<file path="src/rtl/cdc_hs_tx.sv">
// cdc_hs_tx: source-domain end of a 4-phase req/ack CDC word transfer.
// Optional ack-wait timeout is built when CDC_HS_TX_TIMEOUT_EN is defined.
module cdc_hs_tx #(
   parameter int DATA_WIDTH     = 16,
   parameter int SYNC_STAGES    = 2,
   parameter int TIMEOUT_CYCLES = 1024
) (
   input  logic                  clk,
   input  logic                  rstn,
   input  logic                  src_valid,
   output logic                  src_ready,
   input  logic [DATA_WIDTH-1:0] src_data,
   output logic                  src_done,
   output logic                  busy,
   output logic                  tx_req,
   output logic [DATA_WIDTH-1:0] tx_data,
   input  logic                  tx_ack_async,
   output logic                  timeout_err
);

   typedef enum logic [1:0] {IDLE, REQ, ACK_LOW} state_t;

   state_t                  state_q, state_d;
   logic [SYNC_STAGES-1:0]  ack_sync_q;
   logic                    ack_s;
   logic                    tx_req_q, tx_req_d;
   logic [DATA_WIDTH-1:0]   tx_data_q, tx_data_d;
   logic                    src_done_q, src_done_d;
   logic                    to_hit;

   // Returning ack is asynchronous; only the last flop of this chain is used.
   always_ff @(posedge clk or negedge rstn) begin
      if (!rstn) begin
         ack_sync_q <= '0;
      end else begin
         ack_sync_q <= {ack_sync_q[SYNC_STAGES-2:0], tx_ack_async};
      end
   end

   assign ack_s = ack_sync_q[SYNC_STAGES-1];

`ifdef CDC_HS_TX_TIMEOUT_EN
   localparam int               CNT_W    = $clog2(TIMEOUT_CYCLES + 1);
   localparam logic [CNT_W-1:0] CNT_LAST = CNT_W'(TIMEOUT_CYCLES - 1);

   logic [CNT_W-1:0] cnt_q, cnt_d;
   logic             timeout_err_q, timeout_err_d;

   assign to_hit = (cnt_q == CNT_LAST);

   always_comb begin
      cnt_d         = cnt_q;
      timeout_err_d = 1'b0;
      if (state_q == IDLE && src_valid) begin
         cnt_d = '0;
      end else if (state_q == REQ) begin
         cnt_d = cnt_q + 1'b1;
         if (!ack_s && to_hit) begin
            timeout_err_d = 1'b1;
         end
      end
   end

   always_ff @(posedge clk or negedge rstn) begin
      if (!rstn) begin
         cnt_q         <= '0;
         timeout_err_q <= 1'b0;
      end else begin
         cnt_q         <= cnt_d;
         timeout_err_q <= timeout_err_d;
      end
   end

   assign timeout_err = timeout_err_q;
`else
   assign to_hit      = 1'b0;
   // Constant 0 in this build; a negative limit is not a legal configuration.
   assign timeout_err = (TIMEOUT_CYCLES < 0) ? 1'b1 : 1'b0;
`endif

   always_comb begin
      state_d    = state_q;
      tx_req_d   = tx_req_q;
      tx_data_d  = tx_data_q;
      src_done_d = 1'b0;
      src_ready  = 1'b0;
      unique case (state_q)
         IDLE: begin
            src_ready = 1'b1;
            if (src_valid) begin
               tx_data_d = src_data;
               tx_req_d  = 1'b1;
               state_d   = REQ;
            end
         end
         REQ: begin
            if (ack_s || to_hit) begin
               tx_req_d = 1'b0;
               state_d  = ACK_LOW;
            end
         end
         ACK_LOW: begin
            if (!ack_s) begin
               src_done_d = 1'b1;
               state_d    = IDLE;
            end
         end
         default: state_d = IDLE;
      endcase
   end

   always_ff @(posedge clk or negedge rstn) begin
      if (!rstn) begin
         state_q    <= IDLE;
         tx_req_q   <= 1'b0;
         tx_data_q  <= '0;
         src_done_q <= 1'b0;
      end else begin
         state_q    <= state_d;
         tx_req_q   <= tx_req_d;
         tx_data_q  <= tx_data_d;
         src_done_q <= src_done_d;
      end
   end

   assign tx_req   = tx_req_q;
   assign tx_data  = tx_data_q;
   assign src_done = src_done_q;
   assign busy     = (state_q != IDLE);

endmodule

</file>
<file path="config.mk">
export PLATFORM = sky130hd
export DESIGN_NAME = cdc_hs_tx
export DESIGN_NICKNAME = d
export VERILOG_FILES = /design/src/rtl/cdc_hs_tx.sv
export SDC_FILE = /design/constraint.sdc
export NUM_CORES = 1
export LEC_CHECK = 0
export BUFFER_PORTS_ARGS = -buffer_cell sky130_fd_sc_hd__buf_2
export CELL_PAD_IN_SITES_DETAIL_PLACEMENT = 0
export CELL_PAD_IN_SITES_GLOBAL_PLACEMENT = 2
export CORE_ASPECT_RATIO = 0.6
export CORE_MARGIN = 1
export CORE_UTILIZATION = 26
export CTS_CLUSTER_DIAMETER = 150
export CTS_CLUSTER_SIZE = 20
export DETAILED_ROUTE_END_ITERATION = 8
export GPL_TIMING_DRIVEN = 0
export HOLD_SLACK_MARGIN = 0.06
export PLACE_DENSITY = 0.79
export SLEW_MARGIN = 20
export SYNTH_ARGS = -nofsm -noshare
export SYNTH_HDL_FRONTEND = slang
export SYNTH_SLANG_ARGS = --single-unit
</file>
<file path="constraint.sdc">
create_clock -name clk -period 1.4 [get_ports clk]
set_input_delay 0.21 -clock clk [delete_from_list [all_inputs] [get_ports clk]]
set_output_delay 0.21 -clock clk [all_outputs]
set_load 0.02 [all_outputs]
</file>
Word-level counts from Yosys, hierarchy flattened
Cells that the tools add are included.
- register bits: 22
- logic and storage cells: 26
- equal/unequal tests: 5
- muxes and demuxes: 10
- reductions and logical operators: 6
- operator list (operator ; count):
    $mux W2 ; 3
    $ne A2 B2 Y1 const B ; 3
    $pmux W2 S3 ; 1
    $reduce_and A3 Y1 ; 2
    $mux W1 ; 5
    $reduce_bool A2 Y1 ; 2
    $eq A2 B1 Y1 const B ; 1
    $eq A2 B2 Y1 const B ; 1
    $logic_not A2 Y1 ; 1
    $pmux W1 S2 ; 1
    $reduce_and A2 Y1 ; 1

Logic depth before layout (Yosys ltp)
- depth after elaboration: 3
- depth in mapped cells: 5
- gate-level depth less buffers: 3

Least setup slack after synthesis
Ideal clock, no wire load.
- path type: reg-to-reg
- start point: reg state_q[0]
- end point: reg tx_data_q[0], in the netlist tx_data[0]
- library setup time: 125 ps
- arrival: 1423 ps
- slack: -148 ps
- cell stages (with the launch flop): 6
- path buffers: 2
- period minus slack after synthesis: 1548 ps
- path through: dfrtp_1 nor2_2 and2_4 buf_6 buf_12 mux2_4
- longest elaborated chain between the ends: 2
- RTL lines (item ; RTL line ; RTL):
    start, declared ; 23 ; state_t state_q, state_d;
    start signal, assigned ; 119 ; state_q <= state_d;
    $logic_not A2 Y1 ; 87 ; unique case (state_q)
    $reduce_and A2 Y1 (no line) ; n/a ;
    end signal, assigned ; 121 ; tx_data_q <= tx_data_d;
    end, declared ; 27 ; logic [DATA_WIDTH-1:0] tx_data_q, tx_data_d;
Every way passes these cells.
A chain may end at the register's enable or synchronous reset.

Final worst setup path
- start point: reg state_q[1]
- end point: reg tx_data_q[6], in the netlist tx_data[6]
Same word-level chain as after synthesis.

==> results.py <==
metrics = {
    "yosys": {
        "avgSynthCellArea_um2": 16.1,
        "ys_top_cells_by_count": "22 x dfrtp_1, 10 x mux2_4, 6 x mux2_2",
        "yosysSeqAreaShare_pct": 62.3,
        "synth_area_leader_cell": "dfrtp_1",
        "synth_edf_count": 0,
        "ys_top_cells_by_area": "dfrtp_1 62%, mux2_4 17%, mux2_2 7.6%, buf_12 2.3%, buf_6 1.3%",
        "synth_cells": 55,
        "synth_top_family_by_area": "multiplexers",
        "synthArstFlopShare_pct": 100,
        "synth_mux_area_share_pct": 25.8,
        "synthXorXnorAreaFrac_pct": 0.992,
        "synth-seq-cells": 22,
        "synthesis.area_um2": 883,
        "syn-num-nets": 75,
        "synth_fa_ha_area_share_pct": 0,
        "synth_most_common_cell": "dfrtp_1",
        "ys_warn_count": 0,
        "yosys.area.top_type_share_pct": 62.3,
        "synth-compound-area-share_pct": 1.70,
        "synth-main-ff-cell": "dfrtp_1",
        "synth_simple_gate_area_share_pct": 3.12,
        "synth.distinct_cells": 16,
    },
    "clock_tree": {
        "clkLatencyLatePin_ns": 0.26,
        "path_clk_slew_ns": 0.08,
        "h-tree-depth": 1,
        "cts.sinks": 22,
        "clock_path_buffers": 2,
        "clockRootBuffer": "clkbuf_8",
        "numCtsBuffers": 3,
        "cts_tree": "built",
    },
    "cells_and_area": {
        "area_growth_pct": 37.3,
        "n_fill_cell": 313,
        "diodes": 0,
        "layout-drive-gt1-share_pct": 66.3,
        "finalNetCount": 122,
        "regArea_um2": 553,
        "multi_input_area_um2": 288,
    },
    "outcome": {
        "outcome": "finished clean",
    },
    "floorplanning": {
        "core_um2": 3040,
        "die-area_um2": 3640,
        "initial_utilization_pct": 29.1,
        "io_pins": 41,
        "die_h_um": 47.2,
        "dieWidth_um": 77.3,
        "rows": 15,
    },
    "sta": {
        "finalCriticalPeriod_ns": 1.35,
        "hold_viol": 0,
        "hold_ws_ns": 0.177,
        "setup_viol": 0,
        "final_max_slew_viol_count": 0,
        "finClkSkew_ns": 0.00378,
        "max_freq_mhz": 739,
        "post-route-period-util_pct": 96.6,
        "worst_slack_ns": 0.0471,
    },
    "grt": {
        "grt_max_degree": 23,
        "grt_pass1_vias": 555,
        "grtUsageTotal_pct": 9.92,
        "grt_overflow": 0,
        "antenna_found_initial": 0,
        "grt_pass1_wl_um": 2650,
    },
    "critical_path": {
        "reg2reg_slack_ns": 0.05,
        "cp-start-kind": "flip-flop",
        "cp_max_fo": 16,
        "cp-end-kind": "flip-flop",
        "critical_path_class": "reg2reg",
        "cp.required_ns": 1.55,
        "cp_data_arrival_time_ns": 1.50,
    },
    "detailed_routing": {
        "routedWlPerCell_um": 11.6,
        "route.detailed.drc": 0,
        "drt-pass1-iter-count": 2,
        "avgViaCountPerCell": 4.01,
        "num_vias": 573,
        "postRouteAntennaNets": 0,
        "drt_iter0_drc": 5,
        "drt_wl_total_um": 1660,
    },
    "pwr": {
        "total_leakage_power_uw": 0.000608,
        "power_density_nw_per_um2": 2450,
        "ir_drop_v": 0.00121,
    },
    "placement": {
        "dp.final_hpwl_um": 1230,
        "pre_cts_slack_ns": -0.0522,
        "portBuffers": 39,
        "gp_congestion": 0.685,
    },
    "min_path": {
        "hold_path_class": "in2reg",
    },
    "job": {
        "cap_viol_max_count": 0,
    },
}
[final timing paths]
check / from / endpoint / depth (start not counted)
min in group asynchronous: rstn / tx_data[14]$_DFFE_PN0P_ / 2
max in group asynchronous: rstn / state_q[1]$_DFFE_PN0P_ / 2
min: src_data[4] / tx_data[4]$_DFFE_PN0P_ / 2
max reg2reg: state_q[1]$_DFFE_PN0P_ / tx_data[6]$_DFFE_PN0P_ / 4
min reg2reg: ack_sync_q[0]$_DFF_PN0_ / ack_sync_q[1]$_DFF_PN0_ / 0
max: state_q[1]$_DFFE_PN0P_ / tx_data[6]$_DFFE_PN0P_ / 4
[layout make-up]
| type | instances | share of cell area [%] |
|---|---|---|
| timing repair buffer | 43 | 19.0 |
| buffer | 2 | 1.86 |
| sequential | 22 | 45.6 |
| inverter | 3 | 0.929 |
| clock buffer | 4 | 4.54 |
| tap | 42 | 4.33 |
| multi-input combinational | 27 | 23.7 |
[placed cells by master, fill, tap and decap left out]
cell / netlist / routed
and2_4: 1 / 1
dfrtp_1: 22 / 20
xnor2_1: 1 / 1
dfrtp_2: 0 / 2
mux2_4: 10 / 10
a21oi_1: 1 / 1
mux2i_1: 1 / 1
dlygate4sd3_1: 0 / 2
conb_1: 1 / 1
nor2_1: 2 / 2
buf_2: 0 / 39
mux2_2: 6 / 6
buf_4: 1 / 3
buf_8: 0 / 1
inv_1: 3 / 3
nor2_4: 0 / 1
clkbuf_8: 0 / 4
o21ai_0: 2 / 2
nor3_1: 1 / 1
[logic make-up (layout without fill, tap and decap cells)]
group	after synthesis	after routing
AO/OA/AOI/OAI	3	3
XOR/XNOR	1	1
buffers and inverters	6	52
flip-flops	22	22
multiplexers	17	17
other	1	1
AND/OR/NAND/NOR	5	5
[worst max-delay path: stages, from the launching register on]
cell	delay, ns
dfrtp_2	0.43
nor2_4	0.12
and2_4	0.15
buf_8	0.19
mux2_2	0.35
[flip-flops by register name, summed over array words and instances, names as in the netlist]
name / count
tx_data: 16
ack_sync_q: 2
state_q: 2
src_done: 1
tx_req: 1
[where the power goes]
group	switching, uW	internal [uW]
Sequential	158	927
Combinational	743	695
Clock	196	250
[metrics by stage]
stage | util, % | cells | total power [uW] | setup TNS, ns | cell area (um2)
3_5_place_dp | 37.4 | 136 | 2530 | -0.485 | 1140
2_1_floorplan | - | 55 | 2110 | -0.545 | 888
4_1_cts | 39.8 | 143 | 2990 | 0 | 1210
6_report | 39.9 | 143 | 2970 | 0 | 1210
5_1_grt | 39.9 | 143 | 3150 | -0.00405 | 1210
3_3_place_gp | 37.4 | 136 | 2500 | -0.295 | 1140
[routing by layer]
| layer | wire length [um] | GRT usage (%) | vias up |
|---|---|---|---|
| met3 | 112 | 4.27 | 2 |
| met2 | 748 | 15.6 | 23 |
| met1 | 780 | 12.4 | 272 |
| li1 | - | - | 276 |
| met4 | 19 | 4.15 | 0 |
| met5 | 0 | 0 | - |
[what timing repair did]
item                                    CTS  global route
setup buffers                             2             0
resized for setup                         2             1
hold endpoints to repair                 23             0
endpoints found under the setup margin   10             6
hold buffers                              2             0
Power figures use the tool's default switching activity.
